### config.mk
export PLATFORM = sky130hd
export DESIGN_NAME = stepper_phase_seq_flat
export DESIGN_NICKNAME = d
export VERILOG_FILES = /design/src/rtl/stepper_phase_seq_pkg.sv /design/src/rtl/stepper_phase_seq_if.sv /design/src/rtl/stepper_phase_seq_in_sync_edge.sv /design/src/rtl/stepper_phase_seq.sv /design/src/flat_wrapper.sv
export SDC_FILE = /design/constraint.sdc
export NUM_CORES = 1
export LEC_CHECK = 0
export BUFFER_PORTS_ARGS = -buffer_cell sky130_fd_sc_hd__buf_2
export CAP_MARGIN = 20
export CORE_UTILIZATION = 67
export CTS_BUF_LIST = sky130_fd_sc_hd__clkbuf_4
export DETAILED_ROUTE_END_ITERATION = 10
export PLACE_DENSITY = 0.89
export SYNTH_ARGS = -nofsm -noshare
export SYNTH_HDL_FRONTEND = slang
export SYNTH_SLANG_ARGS = --single-unit
### constraint.sdc
create_clock -name clk_in -period 5.2 [get_ports clk_in]
set_input_delay 0.52 -clock clk_in [delete_from_list [all_inputs] [get_ports clk_in]]
set_output_delay 0.52 -clock clk_in [all_outputs]
set_load 0.005 [all_outputs]
### src/rtl/stepper_phase_seq_pkg.sv
// Shared types and the 4-phase coil table for stepper drive blocks.
// Provides phase index/position typedefs and the phase-advance rule.
package stepper_phase_seq_pkg;

   typedef logic [2:0]         phase_idx_t;
   typedef logic signed [15:0] pos_t;
   typedef logic [3:0]         coil_t;

   // Even entries are single-coil, odd entries are two-coil patterns.
   localparam coil_t PHASE_TABLE [8] = '{
      4'b0001, 4'b0011, 4'b0010, 4'b0110,
      4'b0100, 4'b1100, 4'b1000, 4'b1001
   };

   // Full-step moves from an even index by one to land on a two-coil entry.
   function automatic phase_idx_t next_index(phase_idx_t idx, logic fwd, logic half);
      phase_idx_t inc;
      inc = (half || !idx[0]) ? 3'd1 : 3'd2;
      return fwd ? phase_idx_t'(idx + inc) : phase_idx_t'(idx - inc);
   endfunction

endpackage

### src/rtl/stepper_phase_seq_if.sv
// Control and status bundle between a stepper phase sequencer and its controller.
interface stepper_phase_seq_if;
   import stepper_phase_seq_pkg::*;

   logic  enable;
   logic  step_in;
   logic  dir;
   logic  half_step;
   logic  clr_pos;
   coil_t coil;
   pos_t  position;
   logic  step_stb;
   logic  energized;
   logic  limit_hit;

   modport master (
      output enable, step_in, dir, half_step, clr_pos,
      input  coil, position, step_stb, energized, limit_hit
   );

   modport slave (
      input  enable, step_in, dir, half_step, clr_pos,
      output coil, position, step_stb, energized, limit_hit
   );
endinterface

### src/rtl/stepper_phase_seq_in_sync_edge.sv
// Two-flop synchronizer with a third flop for rising-edge detection.
module stepper_phase_seq_in_sync_edge (
   input  logic clk_in,
   input  logic rst_n,
   input  logic d,
   output logic sync,
   output logic rise
);

   logic meta_q, meta_d;
   logic sync_q, sync_d;
   logic dly_q, dly_d;

   always_comb begin
      meta_d = d;
      sync_d = meta_q;
      dly_d  = sync_q;
   end

   always_ff @(posedge clk_in or negedge rst_n) begin
      if (!rst_n) begin
         meta_q <= 1'b0;
         sync_q <= 1'b0;
         dly_q  <= 1'b0;
      end else begin
         meta_q <= meta_d;
         sync_q <= sync_d;
         dly_q  <= dly_d;
      end
   end

   assign sync = sync_q;
   assign rise = sync_q & ~dly_q;

endmodule

### src/rtl/stepper_phase_seq.sv
// Stepper phase sequencer: step/dir pulses -> 4-phase coil drive, signed position, idle de-energize.
// Define STEP_LIMIT_EN to reject steps beyond POS_MIN/POS_MAX and raise a sticky limit_hit.
module stepper_phase_seq
   import stepper_phase_seq_pkg::*;
#(
   parameter int IDLE_CYCLES = 50000000,
   parameter int IDLE_W      = 26,
   parameter int POS_MIN     = -32768,
   parameter int POS_MAX     = 32767
) (
   input logic                clk_in,
   input logic                rst_n,
   stepper_phase_seq_if.slave bus
);

   localparam logic [IDLE_W-1:0] IDLE_LIM  = IDLE_W'(IDLE_CYCLES);
   localparam bit                IDLE_EN   = (IDLE_CYCLES != 0);
   localparam logic signed [16:0] POS_MIN_X = 17'(POS_MIN);
   localparam logic signed [16:0] POS_MAX_X = 17'(POS_MAX);
`ifdef STEP_LIMIT_EN
   localparam bit LIMIT_EN = 1'b1;
`else
   localparam bit LIMIT_EN = 1'b0;
`endif

   logic step_rise;
   logic step_sync_unused;
   logic dir_sync;
   logic dir_rise_unused;

   stepper_phase_seq_in_sync_edge u_step_sync (
      .clk_in (clk_in),
      .rst_n  (rst_n),
      .d      (bus.step_in),
      .sync   (step_sync_unused),
      .rise   (step_rise)
   );

   stepper_phase_seq_in_sync_edge u_dir_sync (
      .clk_in (clk_in),
      .rst_n  (rst_n),
      .d      (bus.dir),
      .sync   (dir_sync),
      .rise   (dir_rise_unused)
   );

   phase_idx_t        idx_q, idx_d;
   pos_t              pos_q, pos_d;
   coil_t             coil_q, coil_d;
   logic              stb_q, stb_d;
   logic              energized_q, energized_d;
   logic              limit_q, limit_d;
   logic [IDLE_W-1:0] idle_q, idle_d;

   logic signed [16:0] pos_try;
   logic               in_range;
   logic               accept;
   logic               reject;
   logic               idle_hit;

   always_comb begin
      pos_try  = $signed({pos_q[15], pos_q}) + (dir_sync ? 17'sd1 : -17'sd1);
      in_range = (pos_try >= POS_MIN_X) && (pos_try <= POS_MAX_X);
      accept   = step_rise && bus.enable && (!LIMIT_EN || in_range);
      reject   = step_rise && bus.enable && LIMIT_EN && !in_range;

      idx_d = idx_q;
      if (accept) idx_d = next_index(idx_q, dir_sync, bus.half_step);

      // A clear in the same cycle as a step wins over the increment.
      pos_d = pos_q;
      if (bus.clr_pos)  pos_d = '0;
      else if (accept)  pos_d = pos_t'(pos_try[15:0]);

      limit_d = limit_q;
      if (reject)           limit_d = 1'b1;
      else if (bus.clr_pos) limit_d = 1'b0;

      idle_d = idle_q;
      if (!bus.enable || accept || !IDLE_EN) idle_d = '0;
      else if (idle_q != IDLE_LIM)           idle_d = idle_q + IDLE_W'(1);

      // The index is kept while de-energized so the next step resumes in sequence.
      idle_hit    = IDLE_EN && (idle_d == IDLE_LIM);
      coil_d      = (bus.enable && !idle_hit) ? PHASE_TABLE[idx_d] : '0;
      energized_d = (coil_d != '0);
      stb_d       = accept;
   end

   always_ff @(posedge clk_in or negedge rst_n) begin
      if (!rst_n) begin
         idx_q       <= '0;
         pos_q       <= '0;
         coil_q      <= '0;
         stb_q       <= 1'b0;
         energized_q <= 1'b0;
         limit_q     <= 1'b0;
         idle_q      <= '0;
      end else begin
         idx_q       <= idx_d;
         pos_q       <= pos_d;
         coil_q      <= coil_d;
         stb_q       <= stb_d;
         energized_q <= energized_d;
         limit_q     <= limit_d;
         idle_q      <= idle_d;
      end
   end

   assign bus.coil      = coil_q;
   assign bus.position  = pos_q;
   assign bus.step_stb  = stb_q;
   assign bus.energized = energized_q;
   assign bus.limit_hit = LIMIT_EN ? limit_q : 1'b0;

endmodule
### src/flat_wrapper.sv
// flat-port wrapper written by rule: the top's interface ports become plain ports
module stepper_phase_seq_flat import stepper_phase_seq_pkg::*;
#(
   parameter int IDLE_CYCLES = 50000000,
   parameter int IDLE_W      = 26,
   parameter int POS_MIN     = -32768,
   parameter int POS_MAX     = 32767
)
  (clk_in, rst_n, bus_enable, bus_step_in, bus_dir, bus_half_step, bus_clr_pos, bus_coil, bus_position, bus_step_stb, bus_energized, bus_limit_hit);
  stepper_phase_seq_if bus_i ();
  input logic clk_in;
  input logic rst_n;
  input wire logic [$bits(bus_i.enable)-1:0] bus_enable;
  input wire logic [$bits(bus_i.step_in)-1:0] bus_step_in;
  input wire logic [$bits(bus_i.dir)-1:0] bus_dir;
  input wire logic [$bits(bus_i.half_step)-1:0] bus_half_step;
  input wire logic [$bits(bus_i.clr_pos)-1:0] bus_clr_pos;
  output wire logic [$bits(bus_i.coil)-1:0] bus_coil;
  output wire logic [$bits(bus_i.position)-1:0] bus_position;
  output wire logic [$bits(bus_i.step_stb)-1:0] bus_step_stb;
  output wire logic [$bits(bus_i.energized)-1:0] bus_energized;
  output wire logic [$bits(bus_i.limit_hit)-1:0] bus_limit_hit;
  assign bus_i.enable = bus_enable;
  assign bus_i.step_in = bus_step_in;
  assign bus_i.dir = bus_dir;
  assign bus_i.half_step = bus_half_step;
  assign bus_i.clr_pos = bus_clr_pos;
  assign bus_coil = bus_i.coil;
  assign bus_position = bus_i.position;
  assign bus_step_stb = bus_i.step_stb;
  assign bus_energized = bus_i.energized;
  assign bus_limit_hit = bus_i.limit_hit;
  stepper_phase_seq #(.IDLE_CYCLES(IDLE_CYCLES), .IDLE_W(IDLE_W), .POS_MIN(POS_MIN), .POS_MAX(POS_MAX)) u_core (.clk_in(clk_in), .rst_n(rst_n), .bus(bus_i));
endmodule
Word-level counts from Yosys, hierarchy flattened
Memory sizes are Yosys's and may differ from the RTL's.
Index checks and enable logic that the tools add are counted.
{"block": "totals", "regBits": 56, "romBits": 32, "input_bits": 7, "output_inout_bits": 23, "elab_cells": 42, "memories": 1}
{"block": "op_classes", "add_sub_neg": 4, "magnitude_cmp": 1, "n_eq_ne": 2, "muxes": 11, "n_bitwise": 3, "reduce_logical": 9}
{"memory": "(name not given)", "depth": 8, "word_bits": 4, "read_ports": 1, "rd_clocked_by_memory_dff": 0, "write_ports": 0, "line": "stepper_phase_seq.sv:85", "source": "coil_d = (bus.enable && !idle_hit) ? PHASE_TABLE[idx_d] : '0;"}
{"operator": "$mux W26", "count": 2}
{"operator": "$mux W16", "count": 3}
{"operator": "$add A26 B1 Y26 const B", "count": 1}
{"operator": "$eq A26 B26 Y1 const B", "count": 1}
{"operator": "$ne A26 B26 Y1 const B", "count": 1}
{"operator": "$add A16 B16 Y16", "count": 1}
{"operator": "$mux W4", "count": 3}
{"operator": "$mux W3", "count": 2}
{"operator": "$ge A4 B4 Y1 const B", "count": 1}
{"operator": "$not A3 Y4", "count": 1}
{"operator": "$reduce_bool A4 Y1", "count": 1}
{"operator": "$add A3 B3 Y3", "count": 1}
{"operator": "$logic_not A1 Y1", "count": 3}
{"operator": "$sub A3 B3 Y3", "count": 1}
{"operator": "$logic_and A1 B1 Y1", "count": 2}
{"operator": "$logic_or A1 B1 Y1", "count": 2}
{"operator": "$mux W2", "count": 1}
{"operator": "$reduce_bool A2 Y1", "count": 1}
{"operator": "$and A1 B1 Y1", "count": 1}
{"operator": "$not A1 Y1", "count": 1}

Logic depth before layout (Yosys ltp)
{"block": "logic_depth", "ltp_word": 12, "depth_mapped": 11, "mapped_depth_nobuf": 11}

Cells and area by module
Synthesis repeated with hierarchy kept, for this count alone.
{"block": "unflattened", "hier_cells": 401, "hier_area_um2": 3522.1}
{"module": "stepper_phase_seq", "instances": 1, "cells_per_inst": 393, "area_each_um2": 3344.5, "seq_area_each_um2": 1276.2}
{"module": "stepper_phase_seq_in_sync_edge", "instances": 2, "cells_per_inst": 4, "area_each_um2": 88.8, "seq_area_each_um2": 75.1}

Worst setup path after synthesis
OpenSTA, ideal clock, no wires.
{"block": "synth_timing", "kind": "flip-flop to flip-flop", "from": "reg u_core.idle_q[1]", "to": "reg u_core.coil_q[0], in the netlist u_core.bus.coil[0]", "setup_time_ns": 0.131, "t_arrival_ns": 2.861, "t_required_ns": 5.069, "slack_ns": 2.208, "stages_incl_launch_ff": 10, "path_buffers": 1, "period_less_slack_ns": 2.992, "path_cell_list": "dfrtp_1 ha_1 nand2_1 or4_1 buf_2 or4_1 a21oi_1 or4b_4 nor4_4 nor2_1"}
{"block": "synth_between", "elab_chain_len": 7, "word_cells_on_any_way": 8, "classes_between": "add/sub (1); eq/ne (2); mux (3); reduce/logical (2)"}
{"element": "start, declared", "line": "stepper_phase_seq.sv:53", "source": "logic [IDLE_W-1:0] idle_q, idle_d;"}
{"element": "start signal, assigned", "line": "stepper_phase_seq.sv:106", "source": "idle_q <= idle_d;"}
{"element": "$add A26 B1 Y26 or $ne A26 B26 Y1 (tied branches)", "line": "stepper_phase_seq.sv:81", "source": "else if (idle_q != IDLE_LIM) idle_d = idle_q + IDLE_W'(1);"}
{"element": "$mux W26 (*)", "line": "stepper_phase_seq.sv:81"}
{"element": "$mux W26 (*)", "line": "stepper_phase_seq.sv:80", "source": "if (!bus.enable || accept || !IDLE_EN) idle_d = '0;"}
{"element": "net u_core.idle_d[22]", "line": "stepper_phase_seq.sv:53"}
{"element": "$eq A26 B26 Y1 (*)", "line": "stepper_phase_seq.sv:84", "source": "idle_hit = IDLE_EN && (idle_d == IDLE_LIM);"}
{"element": "$logic_not A1 Y1 (*)", "line": "stepper_phase_seq.sv:85"}
{"element": "$logic_and A1 B1 Y1 (*)", "line": "stepper_phase_seq.sv:85"}
{"element": "$mux W4 (*)", "line": "stepper_phase_seq.sv:85"}
{"element": "net u_core.coil_d[0]", "line": "stepper_phase_seq.sv:49", "source": "coil_t coil_q, coil_d;"}
{"element": "end signal, assigned", "line": "stepper_phase_seq.sv:102", "source": "coil_q <= coil_d;"}
{"element": "end, declared", "line": "stepper_phase_seq.sv:49"}
Mark *: on every way through the listed nets, which the timed path passes. The rest lies on a longest branch.
A chain may end at the register's enable or synchronous reset.

Worst setup path in the final report
{"block": "layout_timing", "from": "reg u_core.idle_q[3]", "to": "reg u_core.coil_q[2], in the netlist u_core.bus.coil[2]"}
The elaborated chain is that of the path after synthesis.

==> out/metrics.csv <==
stage;metric;value;unit
clock_tree;cts_tree;done;
timing;slew_violations;0;
yosys;yosysTopAreaCell;dfrtp_1;
timing;skew;0.0128;ns
floorplan;start_util;70.5;%
yosys;synth_edf_count;0;
yosys;synth_top_flop_cell;dfrtp_1;
placement;place_inst;452;
drt;drt-pass1-iter-count;4;
setup_path;worstSetupPathType;flip-flop to flip-flop;
yosys;synthCells;370;
clock_tree;cts-root-buf;clkbuf_4;
power_and_ir_drop;p_leak;1.64;nW
clock_tree;numCtsBuffers;5;
worst_hold_path;hold_class;primary input to async pin;
finish;diodes;0;
yosys;ys_seq_elements;56;
timing;whs;0.220;ns
yosys;synth-async-reset-ratio;100;%
finish;area_growth;7.27;%
timing;final_hold_viol_count;0;
clock_tree;cts_hold_buf;0;
yosys;syn_area;3370;µm²
clock_tree;clockBufferDepth;2;
drt;drt_iter0_markers;206;
timing;worst_pin_slew;0.995;ns
timing;relSlewSlack;33.0;%
drt;drtAntennaViolNets;0;
yosys;syn_nets;395;
placement;place_area;3540;µm²
floorplan;core;4790;µm²
finish;final_design_area_no_fill;3620;µm²
timing;final-setup-viol-count;0;
setup_path;r2r_slack;1.93;ns
floorplan;die_y;72.9;µm
yosys;synth_top_cell_area_share;41.6;%
power_and_ir_drop;power_density;234;nW/µm²
power_and_ir_drop;design_power_total;847;µW
clock_tree;clk_latency;0.38;ns
yosys;seq_area_frac_synth;41.6;%
yosys;synthMostInstantiatedCell;dfrtp_1;
timing;fin_crit_sh;62.9;%
global_routing;grt-ovfl-total;0;
drt;wirelength;6.89;mm
power_and_ir_drop;peakVddDrop;0.000205;V
setup_path;arrival;3.56;ns
drt;wl_per_cell;14.9;µm
setup_path;r2r-start;u_core.idle_q[3];
placement;dp_hpwl;4.92;mm
global_routing;grt_pass1_vias;2475;
setup_path;cp-startpoint;u_core.idle_q[3];
timing;setup_tns;0;ns
global_routing;track_usage;27.8;%
drt;viasPerCell;6.04;
setup_path;crit_fanout;11;
setup_path;critPathRequiredTime;5.48;ns
yosys;synth_cell_types;56;
clock_tree;clk_pin_slew;0.16;ns
floorplan;io_pins;30;
placement;routabilityCongestion;0.920;
global_routing;antenna_found_initial;0;
timing;fmax;306;MHz
clock_tree;cts_setup_buffers;0;
drt;vias;2784;
setup_path;worstSetupEndpoint;u_core.bus.coil[2];
finish;fin_nets;418;
clock_tree;htree_levels;2;
flow_run;max_cap_violations;0;
yosys;syn_avg_cell_area;9.11;µm²
finish;fillers;361;
yosys;synth_area_leaders;dfrtp_1, ha_1, nor2_1;
clock_tree;post_cts_resize_count;0;
placement;portBuffers;28;
finish;drive_gt1_share;13.7;%
setup_path;start_kind;flip-flop;
run_status;status;completed;
global_routing;grt_max_degree;57;
floorplan;rows;25;
floorplan;dieArea;5320;µm²
setup_path;worstRegToRegCells;7;
global_routing;grt_pass1_wl;11.4;mm
drt;drc;0;
setup_path;r2r-end;u_core.bus.coil[2];
setup_path;endpoint_kind;flip-flop;
clock_tree;cts_sinks;56;
timing;grt_setup_unrepaired;no;
yosys;synth_common_cells;dfrtp_1, nor2_1, nand2_1, a21oi_1, nand3_1;
timing;min_period;3.27;ns
floorplan;die_x;72.9;µm
yosys;synth-warning-count;0;
finish;stdcell_count;461;
==> state kept, by name, summed over array words and instances, names as in the netlist <==
name and cells:
u_core.u_step_sync.dly_q 1, u_core.u_dir_sync.sync 1, u_core.u_step_sync.sync 1, u_core.bus.position 16, u_core.bus.coil 4, u_core.u_step_sync.meta_q 1, u_core.bus.energized 1, u_core.idle_q 26
u_core.u_dir_sync.meta_q 1, u_core.bus.step_stb 1, u_core.idx_q 3
==> final cells by class <==
cell class              count  area (µm²)  area share [%]
clock buffers               5        37.5            1.04
flip-flops and latches     56        1400            38.7
inverters                  14        52.6            1.45
well taps                  67        83.8            2.32
repair buffers             30         163            4.50
clock inverters             3        23.8           0.657
multi-input cells         286        1860            51.3
==> logic make-up after synthesis <==
group                      synth area share [%]
muxes                                      2.19
xor gates and xnor gates                   6.49
buffers and inverters                      3.41
adders and majority gates                  7.12
other                                     0.111
and+or+nand+nor                            27.9
DFF                                        41.6
AOI/OAI and AO/OA                          11.2
==> cell usage in the layout (no fill, tap or decap), types with 5 or more instances in the layout <==
cell type,netlist,layout
a21oi_1,22,22
and3_1,5,5
buf_2,2,28
clkbuf_4,0,5
dfrtp_1,56,56
ha_1,16,16
inv_1,13,13
nand2_1,29,29
nand2b_1,5,5
nand3_1,19,19
nand4_1,11,11
nor2_1,43,43
nor2b_1,5,5
nor3_1,13,13
o21ai_0,14,14
or4_1,5,5
xnor2_1,17,17
xor2_1,8,8
==> metrics by stage <==
stage / util, % / setup slack, ns
finish: 75.6 / 1.93
global route: 75.6 / 1.70
CTS: 75.3 / 1.93
detailed placement: 74.0 / 1.93
global placement: 74.0 / 2.05
floorplan: - / 2.21
==> report_power, final <==
group | internal (mW) | leakage (nW) | switching, mW
clock network | 0.0535 | 0.0274 | 0.141
logic | 0.0690 | 0.860 | 0.101
registers | 0.465 | 0.752 | 0.0168
total | 0.588 | 1.64 | 0.259
==> metal layers <==
layer / vias up / track usage [%] / part of all wire (%)
met5: - / 0 / 0
met4: 0 / 9.15 / 1.4
met3: 9 / 3.45 / 4.4
met2: 74 / 43.2 / 48
met1: 1333 / 40.5 / 47
li1: 1368 / - / -
==> worst max-delay path, cell delays in order, from the launching register on <==
cell	delay (ns)
dfrtp_1	0.51
nand4_1	0.37
or4_1	0.64
or4_1	0.50
a21oi_1	0.19
or4b_4	0.50
nor4_4	0.38
nor2_1	0.10
==> how the worst min path moves through the flow <==
stage | depth (start not counted) | startpoint | to | slack (ns)
CTS | 1 | bus_dir | u_core.u_dir_sync.meta_q | 0.23
finish | 2 | rst_n | u_core.bus.position[12] | 0.22
global placement | 0 | u_core.u_step_sync.meta_q | u_core.u_step_sync.sync | 0.33
floorplan | 0 | rst_n | u_core.bus.coil[0] | 0.22
detailed placement | 0 | u_core.u_dir_sync.meta_q | u_core.u_dir_sync.sync | 0.34
global route | 1 | bus_step_in | u_core.u_step_sync.meta_q | 0.21
No activity file was read; power rests on OpenSTA's default activity.
